==> config.mk <==
export PLATFORM = sky130hd
export DESIGN_NAME = gpreg_bus_sequencer
export DESIGN_NICKNAME = d
export VERILOG_FILES = /design/src/rtl/gpreg_bus_pkg.sv /design/src/rtl/gpreg_onehot_bar.sv /design/src/rtl/gpreg_bus_sequencer.sv
export SDC_FILE = /design/constraint.sdc
export NUM_CORES = 1
export LEC_CHECK = 0
export CORE_MARGIN = 2
export CORE_UTILIZATION = 53
export DETAILED_ROUTE_END_ITERATION = 8
export GPL_TIMING_DRIVEN = 0
export PLACE_DENSITY_LB_ADDON = 0.05
export SYNTH_ARGS = -nofsm -noshare
export SYNTH_HDL_FRONTEND = slang
export SYNTH_SLANG_ARGS = --single-unit
==> constraint.sdc <==
create_clock -name CLK -period 2.8 [get_ports CLK]
set_input_delay 0.42 -clock CLK [delete_from_list [all_inputs] [get_ports CLK]]
set_output_delay 0.42 -clock CLK [all_outputs]
set_load 0.02 [all_outputs]
==> src/rtl/gpreg_bus_pkg.sv <==
// Shared encodings for the general-purpose register bus sequencer:
// request opcodes, FSM states and the table of which indices each opcode uses.
package gpreg_bus_pkg;

    localparam int BUS_WIDTH = 8;

    typedef enum logic [1:0] {
        OP_MOVE     = 2'b00,
        OP_ALU      = 2'b01,
        OP_LOAD_IMM = 2'b10,
        OP_NOP      = 2'b11
    } op_e;

    typedef enum logic [1:0] {
        IDLE  = 2'd0,
        SETUP = 2'd1,
        XFER  = 2'd2,
        HOLD  = 2'd3
    } state_e;

    typedef struct packed {
        logic bus_src;
        logic lhs;
        logic rhs;
        logic dst;
    } idx_use_t;

    // Only the indices an opcode actually uses take part in the range check.
    function automatic idx_use_t op_idx_use(input op_e op);
        idx_use_t u;
        u = '0;
        case (op)
            OP_MOVE: begin
                u.bus_src = 1'b1;
                u.dst     = 1'b1;
            end
            OP_ALU: begin
                u.lhs = 1'b1;
                u.rhs = 1'b1;
                u.dst = 1'b1;
            end
            OP_LOAD_IMM: u.dst = 1'b1;
            default:     u = '0;
        endcase
        return u;
    endfunction

endpackage

==> src/rtl/gpreg_onehot_bar.sv <==
// Index-plus-enable to active-low one-hot strobe vector. The out-of-range
// flag depends only on the index so it can veto the enable without a loop.
module gpreg_onehot_bar #(
    parameter int NREGS = 4,
    parameter int IDXW  = 2
) (
    input  logic [IDXW-1:0]  i_idx,
    input  logic             i_en,
    output logic [NREGS-1:0] o_bar,
    output logic             o_oor
);

    always_comb begin
        o_bar = '1;
        for (int i = 0; i < NREGS; i++) begin
            if (i_en && (32'(i_idx) == i)) begin
                o_bar[i] = 1'b0;
            end
        end
    end

    assign o_oor = (32'(i_idx) >= NREGS);

endmodule

==> src/rtl/gpreg_bus_sequencer.sv <==
// Bus initiator: turns one accepted request into a SETUP/XFER/HOLD strobe
// sequence on the register file. Every output comes straight from a flop.
module gpreg_bus_sequencer
    import gpreg_bus_pkg::*;
#(
    parameter int NREGS = 4,
    parameter int IDXW  = 2
) (
    input  logic                 CLK,
    input  logic                 RST,
    // Handshake: a request transfers on the rising CLK edge where REQ_valid
    // and REQ_ready are both high; REQ_ready is high only while IDLE and the
    // REQ_* fields are sampled on that edge alone.
    input  logic                 REQ_valid,
    output logic                 REQ_ready,
    input  logic [1:0]           REQ_op,
    input  logic [IDXW-1:0]      REQ_src,
    input  logic [IDXW-1:0]      REQ_rhs,
    input  logic [IDXW-1:0]      REQ_dst,
    input  logic [BUS_WIDTH-1:0] REQ_imm,
    output logic [NREGS-1:0]     ASSERT_bar,
    output logic [NREGS-1:0]     ASSERT_LHS_bar,
    output logic [NREGS-1:0]     ASSERT_RHS_bar,
    output logic [NREGS-1:0]     LOAD_bar,
    output logic                 IMM_oe_bar,
    output logic [BUS_WIDTH-1:0] IMM_out,
    output logic                 ALU_oe_bar,
    output logic                 BUSY,
    output logic                 DONE,
    output logic                 ERR,
    output logic [1:0]           DBG_state
);

    state_e                r_state;
    op_e                   r_op;
    logic [IDXW-1:0]       r_src, r_rhs, r_dst;
    logic [BUS_WIDTH-1:0]  r_imm;
    logic                  r_err;
    logic                  r_ready, r_busy, r_done, r_err_pulse;
    logic [NREGS-1:0]      r_assert_bar, r_lhs_bar, r_rhs_bar, r_load_bar;
    logic                  r_imm_oe_bar, r_alu_oe_bar;
    logic [BUS_WIDTH-1:0]  r_imm_out;

    logic                  w_accept;
    state_e                w_state_n;
    op_e                   w_op_req, w_op_n;
    idx_use_t              w_use;
    logic [IDXW-1:0]       w_src_n, w_rhs_n, w_dst_n;
    logic [BUS_WIDTH-1:0]  w_imm_n;
    logic                  w_err_req, w_err_n;
    logic                  w_active, w_bus_en, w_alu_en, w_imm_en, w_load_en;
    logic [NREGS-1:0]      w_assert_bar, w_lhs_bar, w_rhs_bar, w_load_bar;
    logic                  w_assert_oor, w_lhs_oor, w_rhs_oor, w_load_oor;

    assign w_accept = REQ_valid && r_ready;
    assign w_op_req = op_e'(REQ_op);
    assign w_use    = op_idx_use(w_op_req);

    always_comb begin
        w_state_n = r_state;
        case (r_state)
            IDLE:    if (w_accept) w_state_n = SETUP;
            SETUP:   w_state_n = XFER;
            XFER:    w_state_n = HOLD;
            HOLD:    w_state_n = IDLE;
            default: w_state_n = IDLE;
        endcase
    end

    // Strobes are decoded from the values the flops will hold next cycle, so
    // on the accept edge the request fields feed the decoders directly.
    assign w_src_n = w_accept ? REQ_src : r_src;
    assign w_rhs_n = w_accept ? REQ_rhs : r_rhs;
    assign w_dst_n = w_accept ? REQ_dst : r_dst;
    assign w_imm_n = w_accept ? REQ_imm : r_imm;

    assign w_err_req = (w_use.bus_src && w_assert_oor) || (w_use.lhs && w_lhs_oor) ||
                       (w_use.rhs && w_rhs_oor) || (w_use.dst && w_load_oor);
    assign w_op_n    = w_accept ? (w_err_req ? OP_NOP : w_op_req) : r_op;
    assign w_err_n   = w_accept ? w_err_req : r_err;

    assign w_active  = (w_state_n != IDLE);
    assign w_bus_en  = w_active && (w_op_n == OP_MOVE);
    assign w_alu_en  = w_active && (w_op_n == OP_ALU);
    assign w_imm_en  = w_active && (w_op_n == OP_LOAD_IMM);
    assign w_load_en = (w_state_n == XFER) && (w_op_n != OP_NOP);

    gpreg_onehot_bar #(.NREGS(NREGS), .IDXW(IDXW)) u_assert (
        .i_idx(w_src_n), .i_en(w_bus_en), .o_bar(w_assert_bar), .o_oor(w_assert_oor)
    );
    gpreg_onehot_bar #(.NREGS(NREGS), .IDXW(IDXW)) u_lhs (
        .i_idx(w_src_n), .i_en(w_alu_en), .o_bar(w_lhs_bar), .o_oor(w_lhs_oor)
    );
    gpreg_onehot_bar #(.NREGS(NREGS), .IDXW(IDXW)) u_rhs (
        .i_idx(w_rhs_n), .i_en(w_alu_en), .o_bar(w_rhs_bar), .o_oor(w_rhs_oor)
    );
    gpreg_onehot_bar #(.NREGS(NREGS), .IDXW(IDXW)) u_load (
        .i_idx(w_dst_n), .i_en(w_load_en), .o_bar(w_load_bar), .o_oor(w_load_oor)
    );

    always_ff @(posedge CLK or posedge RST) begin
        if (RST) begin
            r_state      <= IDLE;
            r_op         <= OP_NOP;
            r_src        <= '0;
            r_rhs        <= '0;
            r_dst        <= '0;
            r_imm        <= '0;
            r_err        <= 1'b0;
            r_ready      <= 1'b0;
            r_busy       <= 1'b0;
            r_done       <= 1'b0;
            r_err_pulse  <= 1'b0;
            r_assert_bar <= '1;
            r_lhs_bar    <= '1;
            r_rhs_bar    <= '1;
            r_load_bar   <= '1;
            r_imm_oe_bar <= 1'b1;
            r_alu_oe_bar <= 1'b1;
            r_imm_out    <= '0;
        end else begin
            r_state     <= w_state_n;
            r_ready     <= (w_state_n == IDLE);
            r_busy      <= w_active;
            r_done      <= (w_state_n == HOLD);
            r_err_pulse <= (w_state_n == HOLD) && w_err_n;
            if (w_accept) begin
                r_op  <= w_op_n;
                r_src <= REQ_src;
                r_rhs <= REQ_rhs;
                r_dst <= REQ_dst;
                r_imm <= REQ_imm;
                r_err <= w_err_req;
            end
            r_assert_bar <= w_assert_bar;
            r_lhs_bar    <= w_lhs_bar;
            r_rhs_bar    <= w_rhs_bar;
            r_load_bar   <= w_load_bar;
            r_imm_oe_bar <= !w_imm_en;
            r_alu_oe_bar <= !w_alu_en;
            r_imm_out    <= w_imm_en ? w_imm_n : '0;
        end
    end

    assign REQ_ready      = r_ready;
    assign ASSERT_bar     = r_assert_bar;
    assign ASSERT_LHS_bar = r_lhs_bar;
    assign ASSERT_RHS_bar = r_rhs_bar;
    assign LOAD_bar       = r_load_bar;
    assign IMM_oe_bar     = r_imm_oe_bar;
    assign IMM_out        = r_imm_out;
    assign ALU_oe_bar     = r_alu_oe_bar;
    assign BUSY           = r_busy;
    assign DONE           = r_done;
    assign ERR            = r_err_pulse;
    assign DBG_state      = r_state;

endmodule

==> impl_metrics.csv, run 1 <==
group,metric,value,unit
floorplanning,fp-row-count,23,
drt,drc,0,
cts,clock-root-buffer,"clkbuf_8",
drt,ant_nets,0,
grt,grt_use_total,22.5,%
worst_setup_path,path_cells,"clkdlybuf4s50_1",
synth,synth-seq-cells,49,
layout,fin_nets,260,
synth,ys.flop_type,"dfrtp_1",
cts,cts_buffer_depth,2,
layout,final_core_util,72.2,%
power_and_ir_drop,power_density,1100,mW/mm²
timing,grt_setup_unrepaired,"no",
drt,routed_wl,4520,µm
worst_setup_path,r2r-end,"IMM_out[3]$_DFF_PP0_",
synth,synthArstFlopShare,100,%
timing,timing.hold.ws,0.442,ns
run,maxCapViolations,0,
cts,cts_hold_buf,0,
worst_setup_path,cpPeakStageDelay,0.61,ns
worst_setup_path,critPathLaunchType,"flip-flop",
worst_setup_path,path_max_fanout,1,
grt,antenna_found_initial,0,
synth,synth_nets,202,
worst_setup_path,slowest_stage,"clkdlybuf4s50_1",
drt,drtPass1Iterations,4,
place,placed_area,0.00273,mm²
synth,synth_area_leaders,"dfrtp_1 34%, dfstp_2 25%, nand2_1 8.1%, a221oi_2 5.6%, o211ai_1 3.2%",
layout,diodes,0,
power_and_ir_drop,power_frac_seq,36.1,%
timing,fin_setup_tns,0,ns
power_and_ir_drop,power,3.13,mW
cts,clk_pin_slew,0.08,ns
timing,worst_slack,0.937,ns
timing,fin_worst_skew,0.0101,ns
worst_setup_path,r2r-start,"DBG_state[0]$_DFF_PP0_",
power_and_ir_drop,combinationalPowerShare,47.3,%
floorplanning,initial_core_util,54.4,%
synth,ys_warn_count,0,
place,io_buffers,50,
synth,synth_area_leader_cell,"dfrtp_1",
drt,avgRoutedWirePerCell,15.6,µm
worst_setup_path,crit_cells,1,
drt,num_vias,1585,
place,gp_congestion,0.806,
worst_setup_path,cp.buffers_inverters,1,
power_and_ir_drop,power.leakage,1.21,nW
power_and_ir_drop,peakVddDrop,0.668,mV
synth,synth_cells,180,
worst_setup_path,setup.worst_path.class,"flip-flop to output pin",
timing,slew_viol_final,0,
place,post-place-ws,0.815,ns
grt,grt_pass1_wl,7570,µm
cts,postCtsSetupRepairBufs,0,
timing,relSlewSlack,59.3,%
min_path,hold_path_class,"input pin to asynchronous set/reset pin",
cts,tritoncts,"built",
cts,clock_sinks,49,
place,dp.cells,281,
layout,layout-drive-gt1-share,23.0,%
worst_setup_path,worstSetupEndpointType,"output pin",
worst_setup_path,crit_required,2.38,ns
floorplanning,die_w,67.6,µm
synth,seq_area_frac_synth,58.4,%
worst_setup_path,worstPathArrival,1.44,ns
synth,avgSynthCellArea,11.9,µm²
cts,cts_resized,0,
layout,final_area,0.00285,mm²
floorplanning,die_area,0.00457,mm²
floorplanning,die_h,67.6,µm
floorplanning,pin_count,51,
power_and_ir_drop,internal_power,1.88,mW
worst_setup_path,crit_path_start,"ASSERT_RHS_bar[0]$_DFF_PP1_",
worst_setup_path,r2r_cells,4,
timing,worst_pin_slew,0.605,ns
grt,first_global_vias,1598,
timing,period_needed,1.86,ns
synth,synth_most_common_cell,"nand2_1",
grt,grt_overflow_total,0,
drt,drt_iter0_markers,107,
cts,clock_latency,0.31,ns
worst_setup_path,crit_path_end,"ASSERT_RHS_bar[0]",
timing,hold_viol_final,0,
timing,min_period_over_period,66.5,%
layout,area_growth_syn_to_layout,32.8,%
layout,fill_cells,258,
power_and_ir_drop,switching_power,1.24,mW
synth,synth_common_cells,"46 x nand2_1, 29 x dfrtp_1, 20 x dfstp_2, 9 x o211ai_1, 9 x o21ai_0",
synth,netlist.area_leader.share,33.9,%
grt,grt_max_degree,31,
worst_setup_path,crit_family,"buffers and inverters",
synth,synth_cell_type_count,36,
drt,viasPerCell,5.48,
cts,ctsHtreeMaxLevel,2,
cts,cts-buffers-inserted,5,
place,dpl.hpwl,3340,µm
synth,synth_area,0.00214,mm²
synth,synth_edf_count,0,
worst_setup_path,r2r_slack,1.00,ns
power_and_ir_drop,swShare,39.8,%
timing,fmax,0.537,GHz
power_and_ir_drop,clkPwrFrac,16.6,%
layout,final_cells,289,
floorplanning,core-area,0.00394,mm²
timing,setup_violations,0,
outcome,status,"complete, no violations",
==> how the worst min path moves through the flow <==
| stage | from | to | slack [ns] | cells past startpoint |
|---|---|---|---|---|
| after floorplan | r_err$_DFF_PP0_ | r_err$_DFF_PP0_ | 0.44 | 1 |
| after global placement | r_err$_DFF_PP0_ | r_err$_DFF_PP0_ | 0.46 | 1 |
| after detailed placement | r_err$_DFF_PP0_ | r_err$_DFF_PP0_ | 0.47 | 1 |
| after CTS | RST | r_err$_DFF_PP0_ | 0.45 | 2 |
| after global routing | RST | r_err$_DFF_PP0_ | 0.45 | 2 |
| final | RST | r_err$_DFF_PP0_ | 0.44 | 2 |
==> kinds of logic after synthesis <==
| family | after synthesis | share of synthesized area, % |
|---|---|---|
| adder cells (fa/ha/maj) | 3 | 1.75 |
| buffers and inverters | 18 | 4.96 |
| AO/OA/AOI/OAI | 43 | 19.4 |
| flip-flops | 49 | 58.4 |
| AND/OR/NAND/NOR | 66 | 15.1 |
| multiplexers | 1 | 0.467 |
==> layer usage <==
metal	global-route usage, %	wire length [µm]	vias to the layer above
met5	0	0	-
met4	7.91	75	0
met3	5.00	218	7
met2	38.2	2390	50
met1	28.1	1830	772
li1	-	-	756
==> cell type report <==
| type | count | area (µm²) | share of cell area, % |
|---|---|---|---|
| inverters | 8 | 30.0 | 1.05 |
| repair buffers | 51 | 520 | 18.3 |
| well taps | 50 | 62.6 | 2.20 |
| multi-input cells | 113 | 786 | 27.6 |
| clock inverters | 2 | 37.5 | 1.32 |
| flip-flops and latches | 49 | 1250 | 44.0 |
| plain buffers | 10 | 76.3 | 2.68 |
| clock buffers | 6 | 82.6 | 2.90 |
==> placed cells by master, fill, tap and decap left out, types with 2 or more instances in the layout <==
cell type / Yosys / routed
clkdlybuf4s50_1: 0 / 50
o211ai_1: 9 / 9
a221oi_2: 8 / 8
dfstp_2: 20 / 20
buf_6: 4 / 4
dfrtp_1: 29 / 29
ha_1: 3 / 3
inv_1: 6 / 5
o221ai_1: 3 / 3
nand2_1: 46 / 46
nor3b_1: 4 / 4
o31ai_1: 2 / 2
buf_2: 4 / 4
a211o_1: 3 / 3
clkbuf_8: 0 / 6
nand4_1: 2 / 2
a2111oi_1: 2 / 2
nand2b_1: 3 / 3
inv_2: 1 / 2
o21ai_0: 9 / 9
nand4b_1: 3 / 3
and3_1: 3 / 3
==> sequential cells by signal, summed over array words and instances (netlist names), 2 cells and up <==
name and flops:
r_imm 8, r_op 2, r_src 2, ASSERT_RHS_bar 4, IMM_out 8, ASSERT_bar 4
DBG_state 2, LOAD_bar 4, ASSERT_LHS_bar 4, r_dst 2, r_rhs 2
==> power groups by stage <==
| stage | Sequential (mW) | Clock (mW) | Combinational (mW) |
|---|---|---|---|
| CTS | 1.13 | 0.532 | 1.49 |
| global placement | 1.13 | 0 | 1.42 |
| detailed placement | 1.14 | 0 | 1.48 |
| global route | 1.16 | 0.561 | 1.61 |
| floorplan | 1.30 | 0 | 0.808 |
| finish | 1.13 | 0.519 | 1.48 |
Note: power is estimated with default switching activity, not from simulation.
==> run 2: changes to the inputs <==
Settings changed: CORE_UTILIZATION 53 to 44.
Clock period 2.8 ns to 1.5 ns, I/O delays scaled along.
==> run 2 against run 1 <==
  * Worst hold slack worse by 0.17 ns
  * First-iteration DRC count is 1.9% lower
  * Combinational power is 92% higher
  * Core utilization is 11 points lower
  * Wire length is 4.5% higher
  * Non-clock buffer count is 4 higher
  * Sequential cell count stayed put
  * Largest power group unchanged
==> impl_metrics.csv, run 2 (synthesis results as in run 1) <==
group,metric,value,unit
outcome,status,"complete, no violations",
timing,relSlewSlack,68.4,%
worst_setup_path,critPathLaunchType,"flip-flop",
power_and_ir_drop,power_density,1990,mW/mm²
worst_setup_path,worstPathArrival,1.23,ns
worst_setup_path,r2r_cells,5,
grt,grt_max_degree,29,
place,io_buffers,50,
cts,cts_buffer_depth,2,
layout,area_growth_syn_to_layout,34.7,%
drt,avgRoutedWirePerCell,15.2,µm
floorplanning,core-area,0.00472,mm²
layout,layout-drive-gt1-share,27.6,%
floorplanning,die_area,0.00545,mm²
worst_setup_path,cpPeakStageDelay,0.60,ns
run,maxCapViolations,0,
layout,final_common_cell,"nand2_1",
layout,final_area,0.00289,mm²
layout,fill_cells,401,
cts,clock_sinks,49,
grt,first_global_vias,1594,
timing,hold_viol_final,0,
floorplanning,fp-row-count,25,
floorplanning,initial_core_util,45.4,%
worst_setup_path,r2r_slack,0.09,ns
worst_setup_path,worstSetupEndpointType,"output pin",
timing,fmax,0.686,GHz
drt,ant_nets,0,
worst_setup_path,setup.worst_path.class,"flip-flop to output pin",
place,dp.cells,298,
min_path,hold_path_class,"input pin to asynchronous set/reset pin",
worst_setup_path,cp.buffers_inverters,1,
drt,drtPass1Iterations,5,
floorplanning,pin_count,51,
grt,antenna_found_initial,0,
grt,grt_pass1_wl,7700,µm
cts,ctsHtreeMaxLevel,2,
worst_setup_path,r2r-end,"ASSERT_LHS_bar[2]$_DFF_PP1_",
cts,tritoncts,"built",
worst_setup_path,path_cells,"clkdlybuf4s50_1",
worst_setup_path,path_max_fanout,1,
cts,clk_pin_slew,0.08,ns
power_and_ir_drop,peakVddDrop,0.875,mV
layout,diodes,0,
timing,slew_viol_final,0,
cts,clock-root-buffer,"clkbuf_8",
timing,fin_worst_skew,0.00320,ns
timing,min_period_over_period,97.2,%
worst_setup_path,r2r-start,"REQ_ready$_DFF_PP0_",
layout,fin_nets,264,
layout,multiInputGateArea,821,µm²
cts,clock_latency,0.29,ns
place,gp_congestion,0.788,
place,dpl.hpwl,3460,µm
floorplanning,die_h,73.8,µm
drt,routed_wl,4720,µm
worst_setup_path,crit_required,1.27,ns
timing,setup_violations,0,
cts,cts-buffers-inserted,5,
place,placed_area,0.00275,mm²
worst_setup_path,crit_family,"buffers and inverters",
drt,drc,0,
grt,grt_use_total,18.8,%
timing,grt_setup_unrepaired,"yes",
power_and_ir_drop,power.leakage,1.20,nW
timing,period_needed,1.46,ns
timing,worst_pin_slew,0.474,ns
floorplanning,die_w,73.8,µm
grt,grt_overflow_total,0,
layout,mostFrequentLayoutCells,"46 x nand2_1, 29 x dfrtp_1, 29 x clkdlybuf4s50_1",
drt,drt_iter0_markers,105,
layout,seq_area,0.00125,mm²
drt,viasPerCell,5.39,
layout,final_cells,310,
worst_setup_path,slowest_stage,"clkdlybuf4s50_1",
drt,num_vias,1671,
-- run 2: changes by cell type in the layout (fill, tap and decap cells not counted), sizes merged --
cell           previous run  this run
buf                      10        12
clkinvlp                  1         0
clkdlybuf4s50            50        29
clkbuf                    7        11
dlygate4sd2               0        21
bufinv                    1         0
-- run 2: worst max-delay path by stage --
| stage | from | to | depth (start not counted) |
|---|---|---|---|
| final | IMM_out[6]$_DFF_PP0_ | IMM_out[6] | 1 |
| after global placement | RST | r_imm[4]$_DFF_PP0_ | 2 |
| after global routing | DBG_state[1]$_DFF_PP0_ | ASSERT_LHS_bar[2]$_DFF_PP1_ | 7 |
| after CTS | IMM_out[6]$_DFF_PP0_ | IMM_out[6] | 1 |
| after detailed placement | REQ_valid | ASSERT_bar[0]$_DFF_PP1_ | 5 |
| after floorplan | DBG_state[0]$_DFF_PP0_ | IMM_out[0]$_DFF_PP0_ | 4 |
-- run 2: routing by layer --
metal  GRT usage (%)  part of all wire [%]  vias up  wire, µm
li1                -                     -      762         -
met1            24.5                    42      838      2000
met2            30.6                    51       65      2410
met3            4.39                   5.4        6       257
met4            7.07                   1.2        0        57
met5               0                     0        -         0
-- run 2: power breakdown --
| group | total (mW) | switching (mW) | internal, mW |
|---|---|---|---|
| sequential | 2.12 | 0.243 | 1.87 |
| clock | 0.779 | 0.402 | 0.376 |
| combinational | 2.84 | 1.71 | 1.12 |
| total | 5.74 | 2.36 | 3.37 |
-- run 2: metrics by stage --
| step | TNS (ns) | setup WS (ns) | total power, mW | utilization [%] | hold WS [ns] |
|---|---|---|---|---|---|
| 2_1_floorplan | 0 | 0.0376 | 3.93 | - | 0.308 |
| 3_5_place_dp | -5.19 | -0.272 | 4.89 | 58.2 | 0.480 |
| 3_3_place_gp | -30.67 | -0.694 | 4.77 | 57.8 | 0.464 |
| 5_1_grt | -0.0419 | -0.0231 | 6.14 | 61.1 | 0.312 |
| 4_1_cts | 0 | 0.0274 | 5.62 | 60.0 | 0.278 |
| 6_report | 0 | 0.0414 | 5.74 | 61.1 | 0.269 |
-- run 2: cell type report --
type / instances / share of cell area [%]
flip-flops and latches: 49 / 43.3
multi-input cells: 113 / 28.4
repair buffers: 55 / 18.2
clock buffers: 8 / 3.12
well taps: 67 / 2.90
plain buffers: 10 / 2.86
inverters: 8 / 1.21
-- run 2: timing repair --
action | 4_1_cts | 5_1_grt
hold buffers | 0 | 0
pin swaps | 1 | 3
gates resized for setup | 23 | 12
setup buffers | 2 | 2
gates cloned | 0 | 0
setup endpoints to repair | 24 | 19
==> run 3: changes to the inputs <==
Settings changed: ABC_AREA from default to 0, CORE_UTILIZATION 44 to 43, SYNTH_HIERARCHICAL from default to 1.
==> run 3 against run 2 <==
  * The run now ends with setup timing left
  * Combinational power grew 17%
  * Wire length shrank 14%
  * Clock-buffer cell count shrank 1
==> impl_metrics.csv, run 3 <==
group,metric,value,unit
floorplanning,pin_count,51,
synth,synth_nets,151,
grt,grtUsageMet3,5.27,%
cts,clk_pin_slew,0.08,ns
place,gp_congestion,0.724,
power_and_ir_drop,power,6.30,mW
cts,clock_latency,0.30,ns
worst_setup_path,slowest_stage,"dfrtp_2",
worst_setup_path,r2r_cells,8,
timing,worst_slack,-0.173,ns
layout,mostFrequentLayoutCells,"26 x dfrtp_1, 26 x clkdlybuf4s50_1, 22 x dlygate4sd2_1, 22 x buf_4, 20 x dfstp_2",
drt,avgRoutedWirePerCell,15.2,µm
worst_setup_path,path_cells,"inv_4, ha_4, nor2_4, a31oi_4, nor2_4, buf_4, buf_6, or3_1",
grt,met1_usage,22.7,%
grt,grt_util_met2,30.7,%
drt,routed_wl,4080,µm
cts,cts-buffers-inserted,5,
worst_setup_path,setup.worst_path.class,"flip-flop to flip-flop",
drt,drtPass1Iterations,2,
synth,synth_edf_count,0,
layout,layout-drive-gt1-share,50.0,%
floorplanning,core-area,0.00432,mm²
grt,grt_pass1_wl,6940,µm
timing,hold_viol_final,0,
layout,multiInputGateArea,815,µm²
grt,grt_max_degree,29,
layout,final_core_util,72.2,%
place,dpl.hpwl,2500,µm
floorplanning,initial_core_util,44.1,%
min_path,hold_path_class,"input pin to asynchronous set/reset pin",
synth,synth_cells,129,
worst_setup_path,r2r_slack,-0.17,ns
synth,synth-seq-cells,49,
timing,setup_violations,28,
cts,cts_hold_buf,0,
drt,ant_nets,0,
timing,fin_worst_skew,0.00482,ns
timing,slew_viol_final,0,
grt,grt_use_total,18.1,%
drt,viasPerCell,4.74,
synth,seq_area_frac_synth,65.7,%
layout,diodes,0,
synth,netlist.area_leader.share,38.1,%
drt,drc,0,
floorplanning,fp-row-count,24,
worst_setup_path,r2r-start,"DBG_state[0]$_DFF_PP0_",
layout,final_cells,268,
place,post-place-ws,-0.888,ns
grt,antenna_found_initial,0,
grt,grt.busiest_layer,"met2",
synth,synth_cell_type_count,31,
synth,ys.flop_type,"dfrtp_1",
place,dp.cells,232,
run,maxCapViolations,0,
power_and_ir_drop,peakVddDrop,1.34,mV
drt,drt_iter0_markers,64,
timing,timing.hold.ws,0.250,ns
timing,grt_setup_unrepaired,"yes",
layout,fill_cells,311,
cts,cts_buffer_depth,2,
place,io_buffers,50,
worst_setup_path,crit_required,1.72,ns
worst_setup_path,crit_top_cell,"nor2_4",
layout,seq_area,0.00125,mm²
worst_setup_path,r2r-end,"ALU_oe_bar$_DFF_PP1_",
grt,first_global_vias,1432,
worst_setup_path,path_max_fanout,3,
synth,synthArstFlopShare,100,%
layout,fin_nets,237,
timing,min_period_over_period,112,%
cts,clock-root-buffer,"clkbuf_8",
worst_setup_path,crit_path_start,"DBG_state[0]$_DFF_PP0_",
floorplanning,die_w,70.6,µm
drt,num_vias,1270,
worst_setup_path,cpPeakStageDelay,0.44,ns
cts,tritoncts,"built",
grt,grt_overflow_total,0,
worst_setup_path,crit_path_end,"ALU_oe_bar$_DFF_PP1_",
layout,area_growth_syn_to_layout,63.8,%
timing,fmax,0.598,GHz
synth,synth_common_cells,"29 x dfrtp_1, 20 x dfstp_2, 11 x mux2_2, 8 x nand3b_1, 6 x nor4b_2",
floorplanning,die_area,0.00498,mm²
timing,period_needed,1.67,ns
power_and_ir_drop,power.leakage,1.30,nW
cts,ctsHtreeMaxLevel,2,
synth,synth_area_leader_cell,"dfrtp_1",
power_and_ir_drop,power_density,2020,mW/mm²
synth,synth_area_leaders,"dfrtp_1 38%, dfstp_2 28%, mux2_2 6.5%, nor4b_2 4.7%, nand3b_1 3.2%",
worst_setup_path,worstSetupEndpointType,"flip-flop",
outcome,status,"complete, but fails checks",
synth,avgSynthCellArea,14.8,µm²
synth,synth_most_common_cell,"dfrtp_1",
worst_setup_path,worstPathArrival,1.89,ns
outcome,violations,"setup timing",
cts,clock_sinks,49,
synth,ys_warn_count,6,
worst_setup_path,critPathLaunchType,"flip-flop",
synth,synth_area,0.00191,mm²
floorplanning,die_h,70.6,µm
## run 3: cell types whose count changed in the layout (fill, tap and decap cells not counted), sizes merged, moves of 7 or more
cell | before | now
o211ai | 9 | 0
o21ai | 9 | 2
mux2 | 0 | 14
a221oi | 8 | 0
buf | 12 | 36
nor4b | 0 | 8
nand2 | 47 | 1
nand3b | 0 | 8
## run 3: worst min-delay path by stage
stage	from	end	depth (start not counted)
2_1_floorplan	REQ_imm[4]	r_imm[4]$_DFF_PP0_	1
3_3_place_gp	r_imm[4]$_DFF_PP0_	r_imm[4]$_DFF_PP0_	1
3_5_place_dp	r_imm[4]$_DFF_PP0_	r_imm[4]$_DFF_PP0_	1
4_1_cts	RST	r_dst[1]$_DFF_PP0_	2
5_1_grt	RST	r_dst[1]$_DFF_PP0_	2
6_report	RST	r_dst[1]$_DFF_PP0_	2
## run 3: power by group
part | total (mW) | switching [mW] | internal (mW) | leakage, nW
combinational | 3.33 | 1.55 | 1.78 | 0.678
sequential | 2.02 | 0.173 | 1.85 | 0.567
clock | 0.949 | 0.405 | 0.543 | 0.0585
## run 3: logic make-up after synthesis
kind of cell | Yosys count | synth area share (%)
AND/OR/NAND/NOR | 38 | 15.6
multiplexers | 16 | 9.72
adder cells (fa/ha/maj) | 3 | 1.97
buffers and inverters | 11 | 3.48
flip-flops | 49 | 65.7
other | 4 | 0.788
AO/OA/AOI/OAI | 8 | 2.76
## run 3: layout make-up
type / instances / area share [%]
buffer: 7 / 2.61
clock buffer: 7 / 2.77
clock inverter: 1 / 0.962
inverter: 4 / 0.561
multi-input combinational: 69 / 26.1
sequential: 49 / 40.2
tap: 52 / 2.09
timing repair buffer: 79 / 24.7
## run 3: critical path, delay by kind of cell (launching register included)
kind,cells,cell delay (ns)
AND/OR/NAND/NOR,3,0.43
adder cells (fa/ha/maj),1,0.16
buffers and inverters,3,0.32
AO/OA/AOI/OAI,1,0.23
flip-flops,1,0.44
## run 3: repair_timing
| item | CTS | global route |
|---|---|---|
| pin swaps | 11 | 9 |
| setup buffers | 25 | 3 |
| resized for setup | 56 | 10 |
| endpoints found under the setup margin | 56 | 30 |
## run 3: per-layer routing
metal | wire length (µm) | share of wire (%)
met5 | 0 | 0
met4 | 60 | 1.5
met3 | 213 | 5.2
met2 | 2130 | 52
met1 | 1670 | 41
## run 3: stage by stage
step / TNS [ns] / area [µm²]
after floorplan: -1.58 / 2000
after global routing: -5.04 / 3120
after CTS: -1.66 / 3040
after global placement: -44.92 / 2560
final: -2.75 / 3120
after detailed placement: -20.46 / 2580
